### config.mk
export PLATFORM = sky130hd
export DESIGN_NAME = hazard_ctrl_flat
export DESIGN_NICKNAME = d
export VERILOG_FILES = /design/src/rtl/hazard_ctrl_pkg.sv /design/src/rtl/hazard_ctrl_if.sv /design/src/rtl/hazard_ctrl_fwd_sel.sv /design/src/rtl/hazard_ctrl.sv /design/src/flat_wrapper.sv
export SDC_FILE = /design/constraint.sdc
export NUM_CORES = 1
export LEC_CHECK = 0
export ABC_AREA = 1
export BUFFER_PORTS_ARGS = -buffer_cell sky130_fd_sc_hd__buf_4
export CORE_UTILIZATION = 48
export DETAILED_ROUTE_END_ITERATION = 8
export PLACE_DENSITY = 0.8
export SLEW_MARGIN = 10
export SYNTH_ARGS = -nofsm -noshare
export SYNTH_HDL_FRONTEND = slang
export SYNTH_SLANG_ARGS = --single-unit
### constraint.sdc
create_clock -name clk -period 2.3 [get_ports clk]
set_input_delay 0.345 -clock clk [delete_from_list [all_inputs] [get_ports clk]]
set_output_delay 0.345 -clock clk [all_outputs]
set_load 0.01 [all_outputs]
### src/rtl/hazard_ctrl_pkg.sv
// Shared types and helpers for the pipeline hazard controller:
// FSM states, forwarding selects and the default stall-counter width.
package hazard_pkg;

  typedef enum logic [0:0] {
    RUN      = 1'b0,
    MEM_WAIT = 1'b1
  } state_e;

  typedef enum logic [1:0] {
    FWD_RF  = 2'b00,
    FWD_MEM = 2'b01,
    FWD_WB  = 2'b10
  } fwd_sel_e;

  localparam int unsigned CNT_W_DEF = 16;

  // x0 is hard-wired zero, so a write to it never creates a dependency
  function automatic logic rd_match(input logic [4:0] rd, input logic [4:0] rs);
    return (rd != 5'd0) && (rd == rs);
  endfunction

endpackage

### src/rtl/hazard_ctrl_if.sv
// Bundle of pipeline-stage hazard inputs and the enables/flushes/forwarding
// selects returned by the hazard controller.
interface hazard_ctrl_if #(
  parameter int unsigned CNT_W = hazard_pkg::CNT_W_DEF
);
  import hazard_pkg::*;

  logic [4:0]       id_rs1;
  logic [4:0]       id_rs2;
  logic [4:0]       ex_rs1;
  logic [4:0]       ex_rs2;
  logic [4:0]       ex_rd;
  logic             ex_memrd;
  logic [4:0]       mem_rd;
  logic             mem_regwr;
  logic [4:0]       wb_rd;
  logic             wb_regwr;
  logic             br_taken;
  logic             dmem_req;
  logic             dmem_ack;
  logic             pc_en;
  logic             ifid_en;
  logic             idex_en;
  logic             exmem_en;
  logic             ifid_flush;
  logic             idex_flush;
  fwd_sel_e         fwd_A;
  fwd_sel_e         fwd_B;
  logic [CNT_W-1:0] stall_cycles;

  modport master (
    output id_rs1, id_rs2, ex_rs1, ex_rs2, ex_rd, ex_memrd,
           mem_rd, mem_regwr, wb_rd, wb_regwr, br_taken, dmem_req, dmem_ack,
    input  pc_en, ifid_en, idex_en, exmem_en, ifid_flush, idex_flush,
           fwd_A, fwd_B, stall_cycles
  );

  modport slave (
    input  id_rs1, id_rs2, ex_rs1, ex_rs2, ex_rd, ex_memrd,
           mem_rd, mem_regwr, wb_rd, wb_regwr, br_taken, dmem_req, dmem_ack,
    output pc_en, ifid_en, idex_en, exmem_en, ifid_flush, idex_flush,
           fwd_A, fwd_B, stall_cycles
  );

endinterface

### src/rtl/hazard_ctrl_fwd_sel.sv
// Operand forwarding select for one EX source register; the younger
// MEM-stage result takes priority over WB.
module fwd_sel
  import hazard_pkg::*;
(
  input  logic [4:0] rs,
  input  logic [4:0] mem_rd,
  input  logic       mem_regwr,
  input  logic [4:0] wb_rd,
  input  logic       wb_regwr,
  output fwd_sel_e   sel
);

  // Priority select: MEM, then WB, else register file
  always_comb begin
    sel = FWD_RF;
    if (mem_regwr && rd_match(mem_rd, rs)) begin
      sel = FWD_MEM;
    end else if (wb_regwr && rd_match(wb_rd, rs)) begin
      sel = FWD_WB;
    end else begin
      sel = FWD_RF;
    end
  end

endmodule

### src/rtl/hazard_ctrl.sv
// Pipeline hazard controller: forwarding selects, load-use bubbles, branch
// flushes, data-memory freeze and a saturating stall-cycle counter.
module hazard_ctrl
  import hazard_pkg::*;
#(
  parameter int unsigned CNT_W = CNT_W_DEF
) (
  input logic           clk,
  input logic           rst,
  hazard_ctrl_if.slave  hif
);

  localparam logic [CNT_W-1:0] CNT_MAX = {CNT_W{1'b1}};
  localparam logic [CNT_W-1:0] CNT_ONE = {{(CNT_W-1){1'b0}}, 1'b1};

  state_e           state_r;
  logic             br_pend_r;
  logic [CNT_W-1:0] stall_cnt_r;

  logic     freeze_s;
  logic     lu_s;
  logic     pc_en_s;
  logic     ifid_en_s;
  logic     idex_en_s;
  logic     exmem_en_s;
  logic     ifid_flush_s;
  logic     idex_flush_s;
  fwd_sel_e fwd_a_s;
  fwd_sel_e fwd_b_s;

  fwd_sel u_fwd_a (
    .rs        (hif.ex_rs1),
    .mem_rd    (hif.mem_rd),
    .mem_regwr (hif.mem_regwr),
    .wb_rd     (hif.wb_rd),
    .wb_regwr  (hif.wb_regwr),
    .sel       (fwd_a_s)
  );

  fwd_sel u_fwd_b (
    .rs        (hif.ex_rs2),
    .mem_rd    (hif.mem_rd),
    .mem_regwr (hif.mem_regwr),
    .wb_rd     (hif.wb_rd),
    .wb_regwr  (hif.wb_regwr),
    .sel       (fwd_b_s)
  );

  assign freeze_s = hif.dmem_req & ~hif.dmem_ack;
  assign lu_s     = hif.ex_memrd &
                    (rd_match(hif.ex_rd, hif.id_rs1) | rd_match(hif.ex_rd, hif.id_rs2));

  // Same-cycle enable/flush decode from state and current hazards
  always_comb begin
    pc_en_s      = 1'b0;
    ifid_en_s    = 1'b0;
    idex_en_s    = 1'b0;
    exmem_en_s   = 1'b0;
    ifid_flush_s = 1'b0;
    idex_flush_s = 1'b0;
    if (rst) begin
      ifid_flush_s = 1'b1;
      idex_flush_s = 1'b1;
    end else begin
      case (state_r)
        RUN: begin
          if (freeze_s) begin
            pc_en_s = 1'b0;
          end else if (hif.br_taken) begin
            {pc_en_s, ifid_en_s, idex_en_s, exmem_en_s} = 4'b1111;
            ifid_flush_s = 1'b1;
            idex_flush_s = 1'b1;
          end else if (lu_s) begin
            idex_en_s    = 1'b1;
            exmem_en_s   = 1'b1;
            idex_flush_s = 1'b1;
          end else begin
            {pc_en_s, ifid_en_s, idex_en_s, exmem_en_s} = 4'b1111;
          end
        end
        MEM_WAIT: begin
          // Release cycle honours only the branch captured at entry
          if (hif.dmem_ack) begin
            {pc_en_s, ifid_en_s, idex_en_s, exmem_en_s} = 4'b1111;
            ifid_flush_s = br_pend_r;
            idex_flush_s = br_pend_r;
          end else begin
            pc_en_s = 1'b0;
          end
        end
        default: begin
          ifid_flush_s = 1'b1;
          idex_flush_s = 1'b1;
        end
      endcase
    end
  end

  // FSM state, pending-branch flag and saturating stall counter
  always_ff @(posedge clk or posedge rst) begin
    if (rst) begin
      state_r     <= RUN;
      br_pend_r   <= 1'b0;
      stall_cnt_r <= {CNT_W{1'b0}};
    end else begin
      case (state_r)
        RUN: begin
          if (freeze_s) begin
            state_r   <= MEM_WAIT;
            br_pend_r <= hif.br_taken;
          end else begin
            state_r   <= RUN;
            br_pend_r <= 1'b0;
          end
        end
        MEM_WAIT: begin
          if (hif.dmem_ack) begin
            state_r   <= RUN;
            br_pend_r <= 1'b0;
          end else begin
            state_r   <= MEM_WAIT;
            br_pend_r <= br_pend_r;
          end
        end
        default: begin
          state_r   <= RUN;
          br_pend_r <= 1'b0;
        end
      endcase
      if (!pc_en_s && (stall_cnt_r != CNT_MAX)) begin
        stall_cnt_r <= stall_cnt_r + CNT_ONE;
      end else begin
        stall_cnt_r <= stall_cnt_r;
      end
    end
  end

  assign hif.pc_en        = pc_en_s;
  assign hif.ifid_en      = ifid_en_s;
  assign hif.idex_en      = idex_en_s;
  assign hif.exmem_en     = exmem_en_s;
  assign hif.ifid_flush   = ifid_flush_s;
  assign hif.idex_flush   = idex_flush_s;
  assign hif.fwd_A        = rst ? FWD_RF : fwd_a_s;
  assign hif.fwd_B        = rst ? FWD_RF : fwd_b_s;
  assign hif.stall_cycles = stall_cnt_r;

endmodule

### src/flat_wrapper.sv
// flat-port wrapper written by rule: the top's interface ports become plain ports
module hazard_ctrl_flat import hazard_pkg::*;
#(
  parameter int unsigned CNT_W = CNT_W_DEF
)
  (clk, rst, hif_id_rs1, hif_id_rs2, hif_ex_rs1, hif_ex_rs2, hif_ex_rd, hif_ex_memrd, hif_mem_rd, hif_mem_regwr, hif_wb_rd, hif_wb_regwr, hif_br_taken, hif_dmem_req, hif_dmem_ack, hif_pc_en, hif_ifid_en, hif_idex_en, hif_exmem_en, hif_ifid_flush, hif_idex_flush, hif_fwd_A, hif_fwd_B, hif_stall_cycles);
  hazard_ctrl_if #(.CNT_W(CNT_W)) hif_i ();
  input logic clk;
  input logic rst;
  input wire logic [$bits(hif_i.id_rs1)-1:0] hif_id_rs1;
  input wire logic [$bits(hif_i.id_rs2)-1:0] hif_id_rs2;
  input wire logic [$bits(hif_i.ex_rs1)-1:0] hif_ex_rs1;
  input wire logic [$bits(hif_i.ex_rs2)-1:0] hif_ex_rs2;
  input wire logic [$bits(hif_i.ex_rd)-1:0] hif_ex_rd;
  input wire logic [$bits(hif_i.ex_memrd)-1:0] hif_ex_memrd;
  input wire logic [$bits(hif_i.mem_rd)-1:0] hif_mem_rd;
  input wire logic [$bits(hif_i.mem_regwr)-1:0] hif_mem_regwr;
  input wire logic [$bits(hif_i.wb_rd)-1:0] hif_wb_rd;
  input wire logic [$bits(hif_i.wb_regwr)-1:0] hif_wb_regwr;
  input wire logic [$bits(hif_i.br_taken)-1:0] hif_br_taken;
  input wire logic [$bits(hif_i.dmem_req)-1:0] hif_dmem_req;
  input wire logic [$bits(hif_i.dmem_ack)-1:0] hif_dmem_ack;
  output wire logic [$bits(hif_i.pc_en)-1:0] hif_pc_en;
  output wire logic [$bits(hif_i.ifid_en)-1:0] hif_ifid_en;
  output wire logic [$bits(hif_i.idex_en)-1:0] hif_idex_en;
  output wire logic [$bits(hif_i.exmem_en)-1:0] hif_exmem_en;
  output wire logic [$bits(hif_i.ifid_flush)-1:0] hif_ifid_flush;
  output wire logic [$bits(hif_i.idex_flush)-1:0] hif_idex_flush;
  output wire logic [$bits(hif_i.fwd_A)-1:0] hif_fwd_A;
  output wire logic [$bits(hif_i.fwd_B)-1:0] hif_fwd_B;
  output wire logic [$bits(hif_i.stall_cycles)-1:0] hif_stall_cycles;
  assign hif_i.id_rs1 = hif_id_rs1;
  assign hif_i.id_rs2 = hif_id_rs2;
  assign hif_i.ex_rs1 = hif_ex_rs1;
  assign hif_i.ex_rs2 = hif_ex_rs2;
  assign hif_i.ex_rd = hif_ex_rd;
  assign hif_i.ex_memrd = hif_ex_memrd;
  assign hif_i.mem_rd = hif_mem_rd;
  assign hif_i.mem_regwr = hif_mem_regwr;
  assign hif_i.wb_rd = hif_wb_rd;
  assign hif_i.wb_regwr = hif_wb_regwr;
  assign hif_i.br_taken = hif_br_taken;
  assign hif_i.dmem_req = hif_dmem_req;
  assign hif_i.dmem_ack = hif_dmem_ack;
  assign hif_pc_en = hif_i.pc_en;
  assign hif_ifid_en = hif_i.ifid_en;
  assign hif_idex_en = hif_i.idex_en;
  assign hif_exmem_en = hif_i.exmem_en;
  assign hif_ifid_flush = hif_i.ifid_flush;
  assign hif_idex_flush = hif_i.idex_flush;
  assign hif_fwd_A = hif_i.fwd_A;
  assign hif_fwd_B = hif_i.fwd_B;
  assign hif_stall_cycles = hif_i.stall_cycles;
  hazard_ctrl #(.CNT_W(CNT_W)) u_core (.clk(clk), .rst(rst), .hif(hif_i));
endmodule
# Yosys cells after proc, flatten, opt, wreduce, memory -nomap -nowiden
# Cells that the tools add are included.
totals:
  regBits: 18
  input_bits: 43
  output_inout_bits: 26
  word_cells: 63
op_classes:
  add_sub_neg: 1
  eq_ne: 8
  mux: 31
  bitwise: 5
  reduce_logical: 15
op_table:
  columns: ["operator", "n"]
  rows:
  - ["$eq 5x5->1", 6]
  - ["$mux 1", 19]
  - ["$add 16x1->16 const B", 1]
  - ["$ne 16x16->1 const B", 1]
  - ["$reduce_bool 5->1", 3]
  - ["$mux 2", 6]
  - ["$pmux 1 s2", 6]
  - ["$logic_and 1x1->1", 11]
  - ["$and 1x1->1", 2]
  - ["$ne 2x2->1 const B", 1]
  - ["$not 1->1", 2]
  - ["$logic_not 1->1", 1]
  - ["$or 1x1->1", 1]

# Longest topological paths before layout
# Gate-level depths: netlist (run 1).
logic_depth:
  word_depth: 11
  depth_mapped: 12
  ltp_nobuf: 11

# Modules after synthesis
# A second synthesis (run 1) with hierarchy kept.
hier_totals:
  cells_unflattened: 320
  area_unflattened_um2: 1824.2
by_module_without_submodules:
  columns: ["mod", "instances", "cells_each", "area_each_um2", "seq_area_each_um2"]
  rows:
  - ["hazard_ctrl", 1, 210, 1388.8, 450.4]
  - ["fwd_sel", 2, 55, 217.7, 0.0]

# Worst setup path after synthesis (run 1)
# Ideal clock, no wire load.
synth_timing:
  path_kind: "register -> register"
  startpoint: "register u_core.stall_cnt_r[0], in the netlist u_core.hif.stall_cycles[0]"
  endpoint: "register u_core.stall_cnt_r[6], in the netlist u_core.hif.stall_cycles[6]"
  setup_time_ns: 0.118
  arrival_ns: 1.700
  required_ns: 2.182
  path_slack_ns: 0.483
  path_stages_with_launch: 10
  path_buffers: 1
  period_less_slack_ns: 1.817
  path_cell_list: "dfrtp_1 -> ha_1 -> nand3_2 -> nor3b_2 -> nand2_1 -> nor2_4 -> nand3_4 -> buf_2 -> nand3_1 -> nand2_1"
synth_via:
  elab_chain_len: 2
  word_cells_on_any_way: 3
  classes_between: "add/sub (1); eq/ne (1); reduce/logical (1)"
synth_rtl:
  columns: ["item", "line_no", "source"]
  rows:
  - ["from (decl)", "hazard_ctrl.sv:18", "logic [CNT_W-1:0] stall_cnt_r;"]
  - ["from (signal assigned)", "hazard_ctrl.sv:104", "stall_cnt_r <= {CNT_W{1'b0}};"]
  - ["from (signal assigned)", "hazard_ctrl.sv:131", "stall_cnt_r <= stall_cnt_r + CNT_ONE;"]
  - ["from (signal assigned)", "hazard_ctrl.sv:133", "stall_cnt_r <= stall_cnt_r;"]
  - ["branches (longest 2 deep; another with $add 16x1->16)", null, null]
# Several ways; the timed one is not identified.
# A chain may end at the register's enable or synchronous reset.

# Worst setup path in the final report (run 1)
layout_timing:
  startpoint: "register u_core.stall_cnt_r[0], in the netlist u_core.hif.stall_cycles[0]"
  endpoint: "register u_core.stall_cnt_r[1], in the netlist u_core.hif.stall_cycles[1]"
# The elaborated chain is that of the path after synthesis.

==> results of run 1 <==
## state kept, by name, summed over array words and instances, names as in the netlist
name	flops
u_core.state_r	1
u_core.br_pend_r	1
u_core.hif.stall_cycles	16
## critical path: stages (launching register included)
cell and delay [ns]:
dfrtp_1 0.45, ha_1 0.25, nand3_2 0.12, nor3b_2 0.26
nand2_1 0.13, nor2_4 0.14, nand3_4 0.20, nand2_4 0.23
nand2_1 0.08, nand2_1 0.06
## through the flow
stage | area (um2) | hold WS [ns] | cells | utilization [%] | total power, W
after global routing | 2230 | 0.104 | 372 | 70.9 | 0.00115
after global placement | 2200 | 0.417 | 368 | 69.7 | 0.000869
after floorplan | 1650 | 0.301 | 258 | - | 0.000671
after detailed placement | 2200 | 0.425 | 368 | 69.7 | 0.000872
final | 2230 | 0.104 | 372 | 70.9 | 0.00106
after CTS | 2230 | 0.0947 | 372 | 70.9 | 0.00107
## placed cells by master, fill, tap and decap left out, types with 2 or more instances in the layout
| master | n |
|---|---|
| a21oi_1 | 2 |
| a221oi_1 | 2 |
| buf_4 | 71 |
| clkbuf_4 | 3 |
| dfrtp_1 | 18 |
| inv_1 | 36 |
| inv_2 | 2 |
| nand2_1 | 77 |
| nand3_1 | 34 |
| nand4_1 | 2 |
| nor2_1 | 27 |
| nor3_1 | 6 |
| nor4_1 | 4 |
| o21ai_0 | 7 |
| xnor2_1 | 6 |
| xor2_1 | 19 |
## cells by family (layout without fill, tap and decap cells)
group	Yosys count	in the layout	synth area share, %
xor+xnor	25	25	13.3
flops	18	18	27.4
fa+ha+maj	1	1	0.760
buf+inv	43	113	10.9
compound gates	15	15	5.40
simple gates	156	156	42.3
## power by group
part | switching [W] | total [W] | internal (W)
sequential | 0.0000766 | 0.000440 | 0.000364
clock | 0.0000980 | 0.000194 | 0.0000965
combinational | 0.000211 | 0.000425 | 0.000214
## cell type report
type	instances	area, um2	area share, %
repair buffers	71	533	23.9
multi-input cells	197	1020	45.5
clock buffers	4	36.3	1.62
flip-flops and latches	18	450	20.2
inverters	38	143	6.38
well taps	44	55.1	2.46
## routing by layer
metal | global-route usage (%) | up-vias | routed length [um]
met5 | 0 | - | 0
met4 | 5.52 | 0 | 42
met3 | 4.26 | 6 | 227
met2 | 41.9 | 56 | 1890
met1 | 31.2 | 798 | 1930
li1 | - | 954 | -
## worst max path at each step
stage / startpoint / to / slack [ns] / depth (start not counted)
detailed placement: u_core.hif.stall_cycles[0] / u_core.hif.stall_cycles[0] / 0.34 / 9
CTS: u_core.hif.stall_cycles[0] / u_core.hif.stall_cycles[0] / 0.31 / 9
global route: u_core.hif.stall_cycles[0] / u_core.hif.stall_cycles[5] / 0.15 / 9
global placement: u_core.hif.stall_cycles[0] / u_core.hif.stall_cycles[1] / 0.42 / 9
finish: u_core.hif.stall_cycles[0] / u_core.hif.stall_cycles[1] / 0.32 / 9
floorplan: u_core.hif.stall_cycles[0] / u_core.hif.stall_cycles[6] / 0.48 / 9
==> impl_metrics.env, run 1 <==
export IMPL_status="complete, no violations"
export IMPL_synth_fp_nets=302
export IMPL_drive_gt1_share_pct=25.3
export IMPL_area_growth_pct=35.7
export IMPL_fmax_mhz=504
export IMPL_clk_latency_ns=0.29
export IMPL_reg2reg_slack_ns=0.32
export IMPL_setup_violations=0
export IMPL_num_rows=20
export IMPL_antenna_found_initial=0
export IMPL_synth_top_cell_area_share_pct=27.4
export IMPL_cts_root_buf="clkbuf_4"
export IMPL_route_detailed_drc=0
export IMPL_die_area_um2=3670
export IMPL_synth_edf_count=0
export IMPL_crit_fanout=16
export IMPL_grt_use_total_pct=24.1
export IMPL_chipHeight_um=60.6
export IMPL_rsz0062_at_grt="no"
export IMPL_start_util_pct=52.2
export IMPL_viasPerCell=4.88
export IMPL_drv_slew=0
export IMPL_grt_overflow=0
export IMPL_synth_ff_type="dfrtp_1"
export IMPL_yosysWarnings=0
export IMPL_finalHoldViolations=0
export IMPL_min_period_over_period_pct=86.3
export IMPL_cts_resized=0
export IMPL_grt_max_degree=17
export IMPL_setup_ws_ns=0.315
export IMPL_synth_seq_cells=18
export IMPL_syn_inst=258
export IMPL_synth_area_um2=1650
export IMPL_core_area_um2=3150
export IMPL_yosys_area_top_type="dfrtp_1"
export IMPL_dr_total_vias=1814
export IMPL_ant_nets=0
export IMPL_leakage_nw=1.21
export IMPL_yosysMostFrequentCell="nand2_1"
export IMPL_maxSlewHeadroom_pct=71.5
export IMPL_grt_pass1_wl_um=6840
export IMPL_rr_worst_depth=9
export IMPL_design_portCount=69
export IMPL_routabilityCongestion=0.874
export IMPL_cts_made_buffers=3
export IMPL_n_antenna_cell=0
export IMPL_power_density_nw_per_um2=474
export IMPL_startpoint_type="flip-flop"
export IMPL_worst_setup_path_end_kind="flip-flop"
export IMPL_post_cts_buffers=0
export IMPL_worstReg2RegEnd="u_core.hif.stall_cycles[1]"
export IMPL_critPathKind="flip-flop to flip-flop"
export IMPL_routed_wirelength_um=4090
export IMPL_ys_seq_area_share_pct=27.4
export IMPL_cts_tree="yes"
export IMPL_period_needed_ns=1.98
export IMPL_max_cap_violations=0
export IMPL_path_clk_slew_ns=0.10
export IMPL_io_buffers=68
export IMPL_skew_ns=0.000898
export IMPL_crit_arrival_ns=2.22
export IMPL_grt_pass1_vias=1660
export IMPL_ys_types=28
export IMPL_max_clock_path_buffers=2
export IMPL_synthArstFlopShare_pct=100
export IMPL_syn_avg_cell_area_um2=6.38
export IMPL_cp_required_ns=2.54
export IMPL_die_w_um=60.6
export IMPL_fin_tns_setup_ns=0
export IMPL_clock_sinks=18
export IMPL_post_drt_wl_per_cell_um=11.0
export IMPL_dp_hpwl_um=3350
export IMPL_drt_iter0_drc=98
export IMPL_tightest_slew_ns=0.424
export IMPL_cts_max_level=1
export IMPL_synth_area_leaders="dfrtp_1, nand2_1, nand3_1"
export IMPL_cts_hold_fix_buffers=0
export IMPL_finalNetCount=373
export IMPL_nFillCells=293
export IMPL_ir_drop_mv=0.337
export IMPL_r2r_start="u_core.hif.stall_cycles[0]"
export IMPL_dp_slack_ns=0.338
export IMPL_first_pass_iters=4
export IMPL_ys_top_cells_by_count="nand2_1, inv_1, nand3_1, nor2_1, xor2_1"
export IMPL_hp_class="input port to asynchronous set/reset pin"
Note: power is estimated with default switching activity, not from simulation.
==> run 2, diff against run 1 <==
--- a/config.mk
+++ b/config.mk
@@ -7,6 +7,7 @@
 export LEC_CHECK = 0
 export ABC_AREA = 1
 export BUFFER_PORTS_ARGS = -buffer_cell sky130_fd_sc_hd__buf_4
+export CORE_ASPECT_RATIO = 1.25
 export CORE_UTILIZATION = 48
 export DETAILED_ROUTE_END_ITERATION = 8
 export PLACE_DENSITY = 0.8
==> run 2 against run 1 <==
Utilization shrank 2.5 points. Non-clock buffer count shrank 1. Clock power grew 12%. Critical path depth is the same. Fmax shrank 0.77%. Routed wire length grew 2.4%. Count of clock-buffer cells in the layout shrank 1. Global-route usage grew 0.32 points. Sequential power grew 1%. Sequential cell count is the same. Cell count shrank 2.4%. Design area shrank 0.50%. Largest power group unchanged. Highest routed layer unchanged.
==> impl_metrics.env, run 2 (same netlist as run 1, synthesis figures left out) <==
export IMPL_cts_resized=0
export IMPL_cp_slowest_cell="dfrtp_1"
export IMPL_route_detailed_drc=0
export IMPL_post_cts_buffers=0
export IMPL_worst_setup_path_end_kind="flip-flop"
export IMPL_path_depth=9
export IMPL_dr_total_vias=1850
export IMPL_busiest_layer="met2"
export IMPL_path_cells="ha_1 > nand3_2 > nor3b_2 > nand2_1 > nor2_4 > nand3_4 > nand2_4 > nand2_1 > nand2_1"
export IMPL_cts_hold_fix_buffers=0
export IMPL_die_area_um2=3670
export IMPL_cts_max_level=1
export IMPL_crit_path_frequent_cell="nand2_1"
export IMPL_crit_arrival_ns=2.19
export IMPL_critPathMaxStageDelay_ns=0.44
export IMPL_rsz0062_at_grt="no"
export IMPL_drt_iter0_drc=45
export IMPL_crit_fanout=16
export IMPL_finalInstanceArea_um2=2220
export IMPL_reg2reg_slack_ns=0.30
export IMPL_fmax_mhz=500
export IMPL_cts_root_buf="clkbuf_8"
export IMPL_die_w_um=54.4
export IMPL_n_antenna_cell=0
export IMPL_num_rows=23
export IMPL_critPathKind="flip-flop to flip-flop"
export IMPL_grt_overflow=0
export IMPL_finalHoldViolations=0
export IMPL_rr_worst_depth=9
export IMPL_hp_class="input port to asynchronous set/reset pin"
export IMPL_final_cell_mix="nand2_1, buf_4, inv_1"
export IMPL_status="complete, no violations"
export IMPL_tightest_slew_ns=0.406
export IMPL_gr_usage_met1_pct=28.9
export IMPL_startpoint="u_core.hif.stall_cycles[0]"
export IMPL_startpoint_type="flip-flop"
export IMPL_io_buffers=68
export IMPL_dp_hpwl_um=3340
export IMPL_area_growth_pct=35.0
export IMPL_start_util_pct=50.6
export IMPL_path_clk_slew_ns=0.07
export IMPL_ant_nets=0
export IMPL_grt_use_met2_pct=42.5
export IMPL_routed_wirelength_um=4190
export IMPL_maxSlewHeadroom_pct=72.7
export IMPL_holdWs_ns=0.170
export IMPL_skew_ns=0.00342
export IMPL_largest_reg_flops=16
export IMPL_cts_made_buffers=3
export IMPL_antenna_found_initial=0
export IMPL_layout_commonest_cell="nand2_1"
export IMPL_routabilityCongestion=0.865
export IMPL_viasPerCell=5.10
export IMPL_drv_slew=0
export IMPL_first_pass_iters=4
export IMPL_post_drt_wl_per_cell_um=11.5
export IMPL_critPathTopFamily="simple AND/OR/NAND/NOR gates"
export IMPL_worstReg2RegEnd="u_core.hif.stall_cycles[4]"
export IMPL_cts_tree="yes"
export IMPL_period_needed_ns=2.00
export IMPL_path_buf_inv=0
export IMPL_multi_input_area_um2=1020
export IMPL_critPathCapture="u_core.hif.stall_cycles[4]"
export IMPL_nFillCells=299
export IMPL_max_clock_path_buffers=2
export IMPL_grt_pass1_vias=1597
export IMPL_grt_pass1_wl_um=6580
export IMPL_finalNetCount=372
export IMPL_clk_latency_ns=0.25
export IMPL_power_density_nw_per_um2=494
export IMPL_drive_gt1_share_pct=24.8
export IMPL_p_total_w=0.00110
export IMPL_use_met3_pct=2.93
export IMPL_chipHeight_um=67.5
export IMPL_design_portCount=69
export IMPL_core_area_um2=3250
export IMPL_grt_use_total_pct=24.4
export IMPL_grt_max_degree=20
export IMPL_leakage_nw=1.20
export IMPL_fin_tns_setup_ns=0
export IMPL_min_period_over_period_pct=87.0
export IMPL_r2r_start="u_core.hif.stall_cycles[0]"
export IMPL_cp_required_ns=2.49
export IMPL_ir_drop_mv=0.439
export IMPL_placed_cell_area_um2=2180
export IMPL_max_cap_violations=0
export IMPL_clock_sinks=18
export IMPL_regArea_um2=450
export IMPL_setup_violations=0
[run 2: cell count changes in the layout (fill, tap and decap cells not counted)]
cell	delta
buf_4	-1
clkbuf_4	-3
clkbuf_8	+2
[run 2: worst min-delay path by stage]
stage                                              to  slack, ns  cells after the start
after global placement    u_core.hif.stall_cycles[12]       0.44                      3
after floorplan                      u_core.br_pend_r       0.30                      1
final                      u_core.hif.stall_cycles[7]       0.17                      3
after global routing      u_core.hif.stall_cycles[12]       0.20                      3
after detailed placement   u_core.hif.stall_cycles[4]       0.44                      3
after CTS                  u_core.hif.stall_cycles[4]       0.17                      3
[run 2: layer usage]
layer	wire (um)	part of all wire, %	vias up
li1	-	-	952
met1	1790	43	834
met2	2110	50	60
met3	235	5.6	4
met4	52	1.2	0
met5	0	0	-
[run 2: where the power goes]
group / switching, W / internal, W / total, W
sequential: 0.0000810 / 0.000364 / 0.000445
clock: 0.000102 / 0.000116 / 0.000218
combinational: 0.000222 / 0.000214 / 0.000436
[run 2: through the flow]
step | cells | worst slack, ns | utilization, %
CTS | 363 | 0.315 | 68.4
global placement | 360 | 0.436 | 67.1
detailed placement | 360 | 0.340 | 67.1
global route | 363 | 0.122 | 68.4
finish | 363 | 0.300 | 68.4
floorplan | 258 | 0.483 | -
[run 2: area by class of cell]
type                    instances  share of cell area, %
clock buffers                   3                   1.86
inverters                      38                   6.42
multi-input cells             197                   45.8
flip-flops and latches         18                   20.3
well taps                      37                   2.08
repair buffers                 70                   23.6
[run 2: worst register-to-register path, stage by stage, from the launching register on]
cell     delay (ns)
dfrtp_1        0.44
ha_1           0.25
nand3_2        0.13
nor3b_2        0.26
nand2_1        0.12
nor2_4         0.15
nand3_4        0.21
nand2_4        0.23
nand2_1        0.07
nand2_1        0.07
